## src/rtl/i2c_reg_ram_arbiter.sv

```systemverilog
// i2c_reg_ram_arbiter: sequences every access to one single-port config RAM
// between the I2C register slave (pulsed writes, always-valid prefetched read
// word) and a local fabric port (req/ack).
// Optional build macro: I2C_REG_ARB_WRPROT_EN. When it is defined, pending I2C
// writes at or above WRPROT_BASE are dropped and flagged.
//
// Local handshake: the requester raises locReq with locWr/locAddr/locWrData
// stable and holds them until it sees locAck. locAck is a single-cycle pulse.
// locRdData is valid with that pulse and holds until the next local read.
// The arbiter ignores locReq while locAck is high, so a request that is
// still asserted in the ack cycle is not served a second time.
module i2c_reg_ram_arbiter #(
  parameter int ADDR_SIZE_P = 2,
  parameter int DATA_SIZE_P = 2,
  parameter int RAM_ADDR_W  = 8,
  parameter int WRPROT_BASE = 2**RAM_ADDR_W - 16
) (
  input  logic                       clk,
  input  logic                       sRst,
  input  logic [ADDR_SIZE_P*8-1:0]   i2cAddr,
  input  logic                       i2cWrEn,
  input  logic [DATA_SIZE_P*8-1:0]   i2cWrData,
  input  logic                       i2cRdEn,
  output logic [DATA_SIZE_P*8-1:0]   i2cRdData,
  input  logic                       locReq,
  input  logic                       locWr,
  input  logic [RAM_ADDR_W-1:0]      locAddr,
  input  logic [DATA_SIZE_P*8-1:0]   locWrData,
  output logic                       locAck,
  output logic [DATA_SIZE_P*8-1:0]   locRdData,
  output logic                       ramEn,
  output logic                       ramWe,
  output logic [RAM_ADDR_W-1:0]      ramAddr,
  output logic [DATA_SIZE_P*8-1:0]   ramWrData,
  input  logic [DATA_SIZE_P*8-1:0]   ramRdData,
  input  logic                       clrFlags,
  output logic                       i2cOverrun,
  output logic                       i2cWrBlocked
);

  localparam int IW = ADDR_SIZE_P * 8;
  localparam int DW = DATA_SIZE_P * 8;
  localparam int AW = RAM_ADDR_W;

  localparam logic [2:0] S_IDLE       = 3'd0;
  localparam logic [2:0] S_I2C_WR     = 3'd1;
  localparam logic [2:0] S_I2C_FETCH  = 3'd2;
  localparam logic [2:0] S_FETCH_WAIT = 3'd3;
  localparam logic [2:0] S_LOC_WR     = 3'd4;
  localparam logic [2:0] S_LOC_RD     = 3'd5;
  localparam logic [2:0] S_LOC_WAIT   = 3'd6;

  logic [2:0]    state_q, state_d;
  logic          wr_pend_q, wr_pend_d;
  logic [AW-1:0] pend_addr_q, pend_addr_d;
  logic [DW-1:0] pend_data_q, pend_data_d;
  logic          wr_en_prev_q, wr_en_prev_d;
  logic          fetch_valid_q, fetch_valid_d;
  logic [AW-1:0] fetch_addr_q, fetch_addr_d;
  logic [DW-1:0] i2c_rd_data_q, i2c_rd_data_d;
  logic [DW-1:0] loc_rd_data_q, loc_rd_data_d;
  logic          loc_ack_q, loc_ack_d;
  logic          ram_en_q, ram_en_d;
  logic          ram_we_q, ram_we_d;
  logic [AW-1:0] ram_addr_q, ram_addr_d;
  logic [DW-1:0] ram_wr_data_q, ram_wr_data_d;
  logic          overrun_q, overrun_d;
  logic          blocked_q, blocked_d;

  logic [AW-1:0] i2c_addr_lo;
  logic          stale;
  logic          wr_prot;
  logic          wr_clr;
  logic          blocked_set;
  logic          overrun_set;

  assign i2c_addr_lo = i2cAddr[AW-1:0];
  assign stale       = !fetch_valid_q || (i2c_addr_lo != fetch_addr_q);

`ifdef I2C_REG_ARB_WRPROT_EN
  localparam logic [AW-1:0] WP_BASE = AW'(WRPROT_BASE);
  assign wr_prot = (pend_addr_q >= WP_BASE);
`else
  // Without protection the blocked flag can never set and reduces to 0.
  assign wr_prot = 1'b0;
`endif

  // The read-done pulse and the address bits above the RAM width carry no function here.
  logic unused_ok;
  assign unused_ok = ^{i2cRdEn, i2cAddr[IW-1:AW], AW'(WRPROT_BASE)};

  // Next-state, RAM command and write-latch logic.
  always_comb begin
    state_d       = state_q;
    wr_pend_d     = wr_pend_q;
    pend_addr_d   = pend_addr_q;
    pend_data_d   = pend_data_q;
    wr_en_prev_d  = i2cWrEn;
    fetch_valid_d = fetch_valid_q;
    fetch_addr_d  = fetch_addr_q;
    i2c_rd_data_d = i2c_rd_data_q;
    loc_rd_data_d = loc_rd_data_q;
    loc_ack_d     = 1'b0;
    ram_en_d      = 1'b0;
    ram_we_d      = 1'b0;
    ram_addr_d    = ram_addr_q;
    ram_wr_data_d = ram_wr_data_q;
    wr_clr        = 1'b0;
    blocked_set   = 1'b0;

    case (state_q)
      S_IDLE: begin
        if (wr_pend_q) begin
          if (wr_prot) begin
            wr_clr      = 1'b1;
            blocked_set = 1'b1;
          end else begin
            state_d       = S_I2C_WR;
            ram_en_d      = 1'b1;
            ram_we_d      = 1'b1;
            ram_addr_d    = pend_addr_q;
            ram_wr_data_d = pend_data_q;
          end
        end else if (stale) begin
          state_d       = S_I2C_FETCH;
          ram_en_d      = 1'b1;
          ram_addr_d    = i2c_addr_lo;
          fetch_addr_d  = i2c_addr_lo;
          fetch_valid_d = 1'b0;
        end else if (locReq && !loc_ack_q && !i2cWrEn) begin
          // A write being captured this cycle outranks a local request that
          // arrives with it; it becomes wrPend and is granted next cycle.
          state_d       = locWr ? S_LOC_WR : S_LOC_RD;
          ram_en_d      = 1'b1;
          ram_we_d      = locWr;
          ram_addr_d    = locAddr;
          ram_wr_data_d = locWrData;
        end
      end
      S_I2C_WR: begin
        // A capture during the grant cycle replaced the slot after its old
        // contents were issued, so that newer write must stay pending.
        wr_clr = !wr_en_prev_q;
        if (ram_addr_q == fetch_addr_q) fetch_valid_d = 1'b0;
        state_d = S_IDLE;
      end
      S_I2C_FETCH: begin
        state_d = S_FETCH_WAIT;
      end
      S_FETCH_WAIT: begin
        i2c_rd_data_d = ramRdData;
        fetch_valid_d = !((wr_pend_q && (pend_addr_q == fetch_addr_q)) ||
                          (i2cWrEn && (i2c_addr_lo == fetch_addr_q)));
        state_d       = S_IDLE;
      end
      S_LOC_WR: begin
        if (ram_addr_q == fetch_addr_q) fetch_valid_d = 1'b0;
        loc_ack_d = 1'b1;
        state_d   = S_IDLE;
      end
      S_LOC_RD: begin
        state_d = S_LOC_WAIT;
      end
      S_LOC_WAIT: begin
        loc_rd_data_d = ramRdData;
        loc_ack_d     = 1'b1;
        state_d       = S_IDLE;
      end
      default: state_d = S_IDLE;
    endcase

    // Capture wins over any clear of the pending slot in the same cycle.
    if (i2cWrEn) begin
      pend_addr_d = i2c_addr_lo;
      pend_data_d = i2cWrData;
      wr_pend_d   = 1'b1;
    end else if (wr_clr) begin
      wr_pend_d = 1'b0;
    end

    overrun_set = i2cWrEn && wr_pend_q;
    overrun_d   = overrun_set ? 1'b1 : (clrFlags ? 1'b0 : overrun_q);
    blocked_d   = blocked_set ? 1'b1 : (clrFlags ? 1'b0 : blocked_q);
  end

  // State and output registers with synchronous reset.
  always_ff @(posedge clk) begin
    if (sRst) begin
      state_q       <= S_IDLE;
      wr_pend_q     <= 1'b0;
      pend_addr_q   <= '0;
      pend_data_q   <= '0;
      wr_en_prev_q  <= 1'b0;
      fetch_valid_q <= 1'b0;
      fetch_addr_q  <= '0;
      i2c_rd_data_q <= '0;
      loc_rd_data_q <= '0;
      loc_ack_q     <= 1'b0;
      ram_en_q      <= 1'b0;
      ram_we_q      <= 1'b0;
      ram_addr_q    <= '0;
      ram_wr_data_q <= '0;
      overrun_q     <= 1'b0;
      blocked_q     <= 1'b0;
    end else begin
      state_q       <= state_d;
      wr_pend_q     <= wr_pend_d;
      pend_addr_q   <= pend_addr_d;
      pend_data_q   <= pend_data_d;
      wr_en_prev_q  <= wr_en_prev_d;
      fetch_valid_q <= fetch_valid_d;
      fetch_addr_q  <= fetch_addr_d;
      i2c_rd_data_q <= i2c_rd_data_d;
      loc_rd_data_q <= loc_rd_data_d;
      loc_ack_q     <= loc_ack_d;
      ram_en_q      <= ram_en_d;
      ram_we_q      <= ram_we_d;
      ram_addr_q    <= ram_addr_d;
      ram_wr_data_q <= ram_wr_data_d;
      overrun_q     <= overrun_d;
      blocked_q     <= blocked_d;
    end
  end

  assign i2cRdData    = i2c_rd_data_q;
  assign locRdData    = loc_rd_data_q;
  assign locAck       = loc_ack_q;
  assign ramEn        = ram_en_q;
  assign ramWe        = ram_we_q;
  assign ramAddr      = ram_addr_q;
  assign ramWrData    = ram_wr_data_q;
  assign i2cOverrun   = overrun_q;
  assign i2cWrBlocked = blocked_q;

endmodule
```

## config.mk

```make
export PLATFORM = sky130hd
export DESIGN_NAME = i2c_reg_ram_arbiter
export DESIGN_NICKNAME = d
export VERILOG_FILES = /design/src/rtl/i2c_reg_ram_arbiter.sv
export SDC_FILE = /design/constraint.sdc
export NUM_CORES = 1
export LEC_CHECK = 0
export ABC_CLOCK_PERIOD_IN_PS = 3080
export BUFFER_PORTS_ARGS = -buffer_cell sky130_fd_sc_hd__buf_4
export CORE_ASPECT_RATIO = 0.6
export CORE_UTILIZATION = 32
export DETAILED_ROUTE_END_ITERATION = 12
export PLACE_DENSITY_LB_ADDON = 0.08
export SLEW_MARGIN = 20
export SYNTH_ARGS = -nofsm -noshare
export SYNTH_HDL_FRONTEND = slang
export SYNTH_SLANG_ARGS = --single-unit
export TNS_END_PERCENT = 30
```

## constraint.sdc

```tcl
create_clock -name clk -period 3.08 [get_ports clk]
set_input_delay 0.154 -clock clk [delete_from_list [all_inputs] [get_ports clk]]
set_output_delay 0.154 -clock clk [all_outputs]
set_load 0.01 [all_outputs]
```

# After elaboration in Yosys (flattened, before gate mapping)
# Index checks and enable logic that the tools add are counted.
# W data, S select, Z words.
[word_totals]
ff_bits = 98
input_bits = 79
output_inout_bits = 61
word_cells = 84
[op_classes]
eq_ne = 15
mux = 27
n_bitwise = 2
reduce_logical = 25
[ops]
columns = ["op", "n"]
rows = [
  ["$mux W16", 3],
  ["$eq A8 B8 Y1", 3],
  ["$mux W8", 3],
  ["$mux W1", 16],
  ["$eq A3 B3 Y1 const B", 3],
  ["$mux W3", 3],
  ["$pmux W3 S3", 1],
  ["$ne A8 B8 Y1", 1],
  ["$eq A3 B2 Y1 const B", 2],
  ["$ne A2 B2 Y1 const B", 3],
  ["$reduce_and A3 Y1", 2],
  ["$reduce_bool A2 Y1", 3],
  ["$reduce_bool A3 Y1", 2],
  ["$reduce_or A2 Y1", 3],
  ["$logic_and A1 B1 Y1", 5],
  ["$logic_not A1 Y1", 5],
  ["$ne A4 B4 Y1 const B", 1],
  ["$reduce_and A4 Y1", 1],
  ["$eq A3 B1 Y1 const B", 1],
  ["$logic_not A3 Y1", 1],
  ["$pmux W1 S3", 1],
  ["$logic_or A1 B1 Y1", 2],
  ["$ne A2 B1 Y1 const B", 1],
  ["$not A1 Y1", 2],
  ["$reduce_and A2 Y1", 1],
]

# Longest topological paths before layout
[depth]
word_depth = 7
depth_mapped = 7

# Worst setup path before layout
# No wires, ideal clock.
[synth_timing]
path_kind = "register to register"
start = "register fetch_addr_q[4]"
end = "register ram_wr_data_q[10] (netlist: ramWrData[10])"
setup_time_ns = 0.145
arrival_time_ns = 1.743
slack_ns = 1.192
stages_incl_launch_ff = 8
synth_period_minus_slack_ns = 1.888
cell_sequence = "dfxtp_1 xnor2_2 nand4_2 o41ai_4 and2_1 buf_6 buf_12 a211oi_2"
[synth_via]
elab_chain_len = 4
[synth_lines]
columns = ["element", "line", "rtl"]
rows = [
  ["from (decl)", "59", "logic [AW-1:0] fetch_addr_q, fetch_addr_d;"],
  ["from (signal assigned)", "212", "fetch_addr_q <= fetch_addr_d;"],
  ["$ne A8 B8 Y1", "78", "assign stale = !fetch_valid_q || (i2c_addr_lo != fetch_addr_q);"],
  ["$logic_or A1 B1 Y1", "78", ""],
  ["$ne A2 B2 Y1 (no line)", "--", ""],
  ["$reduce_and A3 Y1 (no line)", "--", ""],
  ["to (signal assigned)", "219", "ram_wr_data_q <= ram_wr_data_d;"],
  ["to (decl)", "66", "logic [DW-1:0] ram_wr_data_q, ram_wr_data_d;"],
]
# Every way passes these cells.
# A chain may end at the register's enable or synchronous reset.

# Worst setup path in the final report
[layout_timing]
start = "register fetch_addr_q[5]"
end = "register ram_wr_data_q[9] (netlist: ramWrData[9])"
# Same word-level chain as after synthesis.

==> metrics.yaml <==
run:
  maxCapViolCount: 0
logic_synthesis:
  syn_nets: 552
  synth_area_um2: 4310
  synth.largest_area_cell: "dfxtp_1"
  synth_top_area_share: 0.456
  yosysMostFrequentCell: "dfxtp_1"
  synth-seq-area-share: 0.456
  syn_area_per_cell_um2: 9.10
  synth_area_leaders: "dfxtp_1, mux2i_1, a21oi_1, nand2_1, nor2_1"
  synth-async-reset-ratio: 0
  yosysUniqueCellTypes: 43
  synthTopCellsByCount: "dfxtp_1, nand2_1, a21oi_1, mux2i_1, nor2_1"
  yosys_warnings: 0
  synth_edf_count: 0
  synth-seq-cells: 98
  synthCells: 473
  synth_ff_type: "dfxtp_1"
detailed_routing:
  drt_iter0_drc: 180
  vias: 3774
  wl_mm: 12.5
  via_per_inst: 4.95
  wl_per_cell_um: 16.4
  drc: 0
  drtPass1Iterations: 4
  drtAntennaViolNets: 0
timing:
  fmax_ghz: 0.372
  finalSetupViolCount: 0
  timing.slew.headroom: 0.351
  timing.setup.tns_ns: 0
  drv_slew: 0
  worstMarginPinSlew_ns: 0.970
  hold_violations: 0
  whs_ns: 0.0442
  clock_skew_ns: 0.00998
  fin_crit_sh: 0.873
  rsz0062_at_grt: "false"
  final.min_clock_period_ns: 2.69
clock_network:
  postCtsHoldBufs: 0
  ctsLongestPathBuffers: 2
  clock_tree.htree_level_count: 3
  cts_root_buf: "clkbuf_16"
  cts_buffers: 9
  clk_pin_slew_ns: 0.07
  insertion_delay_ns: 0.35
  cts.sinks: 98
  cts_resized: 0
  cts_tree: "built"
  cts_setup_buffers: 0
layout:
  fill_cells: 1282
  drive_gt1_frac: 0.301
  area_delta_synth_final_pct: 32.9
  multi_input_area_um2: 2150
  stdcell_area_um2: 5720
  seqCellArea_um2: 1960
  fin_util: 0.441
  antennaDiodeCount: 0
  nNetsFinal: 666
pwr:
  total_power_w: 0.00317
  ir_worst_vdd_mv: 0.373
  p_leak_nw: 2.39
  pwr_density_cell_nw_per_um2: 554
die:
  die_h_um: 91.9
  fp.dieW_um: 152
  initial_core_util: 0.332
  core_area_um2: 13000
  fp-row-count: 32
  die_area_um2: 13900
  io_pins: 140
placed_design:
  gp_congestion: 0.816
  io_buffers: 129
  hpwl_mm: 8.87
  placed_area_um2: 5390
min_path:
  min_path_cells: 3
  worstHoldPathType: "in2reg"
setup_path:
  critPathLaunchType: "flip-flop"
  cp_max_fo: 17
  required_ns: 3.30
  rr_worst_depth: 6
  cp_top_family: "compound AO/OA/AOI/OAI gates"
  path_class: "reg2reg"
  critical-path-max-stage-delay_ns: 0.94
  critPathCaptureType: "flip-flop"
  path_buf_inv: 1
  cp_slowest_cell: "o41ai_4"
  path_cells: "xnor2_2 -> nand4_2 -> o41ai_4 -> and2_1 -> buf_4 -> a211oi_2"
  crit_cells: 6
  arrival_ns: 2.91
grt:
  grt_use_total: 0.184
  grt_start_max_net_pins: 54
  grt_pass1_wl_mm: 19.6
  grt_overflow: 0
  grt_pass1_vias: 3699
  antenna_found_initial: 0
run_status:
  outcome: "completed"
-- stage by stage --
step	worst slack (ns)	cells
floorplan	1.19	473
global placement	0.468	746
detailed placement	0.394	746
CTS	0.388	762
global route	0.185	762
finish	0.391	762
-- worst min-delay path: stages --
cell	delay [ns]
buf_4	0.08
mux2i_1	0.05
nor2_1	0.07
-- kinds of logic (layout without fill, tap and decap cells) --
family,after synthesis,in the layout,synth area share
compound gates,111,111,0.173
simple gates,150,150,0.159
mux,48,48,0.112
xor+xnor,24,24,0.0540
flops,98,98,0.456
other cells,1,1,0.000871
buf+inv,41,160,0.0459
-- registers in the layout (all words and copies together), names as in the netlist --
name and count:
i2cOverrun 1, ramAddr 8, wr_pend_q 1, ramWrData 16
pend_addr_q 8, ramEn 1, pend_data_q 16, ramWe 1
fetch_valid_q 1, i2cRdData 16, locRdData 16, fetch_addr_q 8
state_q 3, locAck 1, wr_en_prev_q 1
-- final timing paths --
| kind | slack [ns] | startpoint | end |
|---|---|---|---|
| setup / recovery | 0.39 | fetch_addr_q[5]$_SDFFE_PP0P_ | ramWrData[9]$_SDFFE_PP0P_ |
| hold / removal | 0.04 | i2cWrData[7] | pend_data_q[7]$_SDFFE_PP0P_ |
| setup reg to reg | 0.39 | fetch_addr_q[5]$_SDFFE_PP0P_ | ramWrData[9]$_SDFFE_PP0P_ |
| hold reg to reg | 0.46 | locRdData[5]$_SDFFE_PP0N_ | locRdData[5]$_SDFFE_PP0N_ |
-- cell usage in the layout (no fill, tap or decap), drive strengths merged --
cell	instances
a41o	3
nor3b	2
or3b	1
nor4	5
inv	4
bufinv	2
clkbuf	10
nand3	2
a211oi	21
o21ai	9
or3	3
nand2b	3
and4	3
nand3b	1
a21oi	61
clkinvlp	1
a2111oi	2
xnor2	21
a32o	2
nand4	6
clkinv	3
a311oi	2
a31oi	4
nor2b	6
o31a	1
nand2	68
o41ai	4
conb	1
xor2	3
dfxtp	98
a21o	2
mux2i	48
or2	2
nor2	43
and2	1
buf	140
nor3	4
-- cell type report --
cell class	instances	share of cell area
inverters	4	0.00262
well taps	170	0.0372
clock buffers	10	0.0418
clock inverters	6	0.0157
flip-flops and latches	98	0.343
multi-input cells	334	0.376
repair buffers	140	0.184
-- routing by layer --
metal  vias up  wire length [um]  global-route usage
met5         -                 0                   0
met4         0               105              0.0437
met3         9               647              0.0423
met2        98              5300               0.270
met1      1788              6480               0.267
li1       1879                 -                   -
-- where the power goes --
group | internal (W) | total, W | switching, W | leakage [nW]
clock network | 0.000735 | 0.00123 | 0.000498 | 0.159
registers | 0.00134 | 0.00140 | 0.0000635 | 0.802
logic | 0.000255 | 0.000530 | 0.000275 | 1.42
No activity file was read; power rests on OpenSTA's default activity.
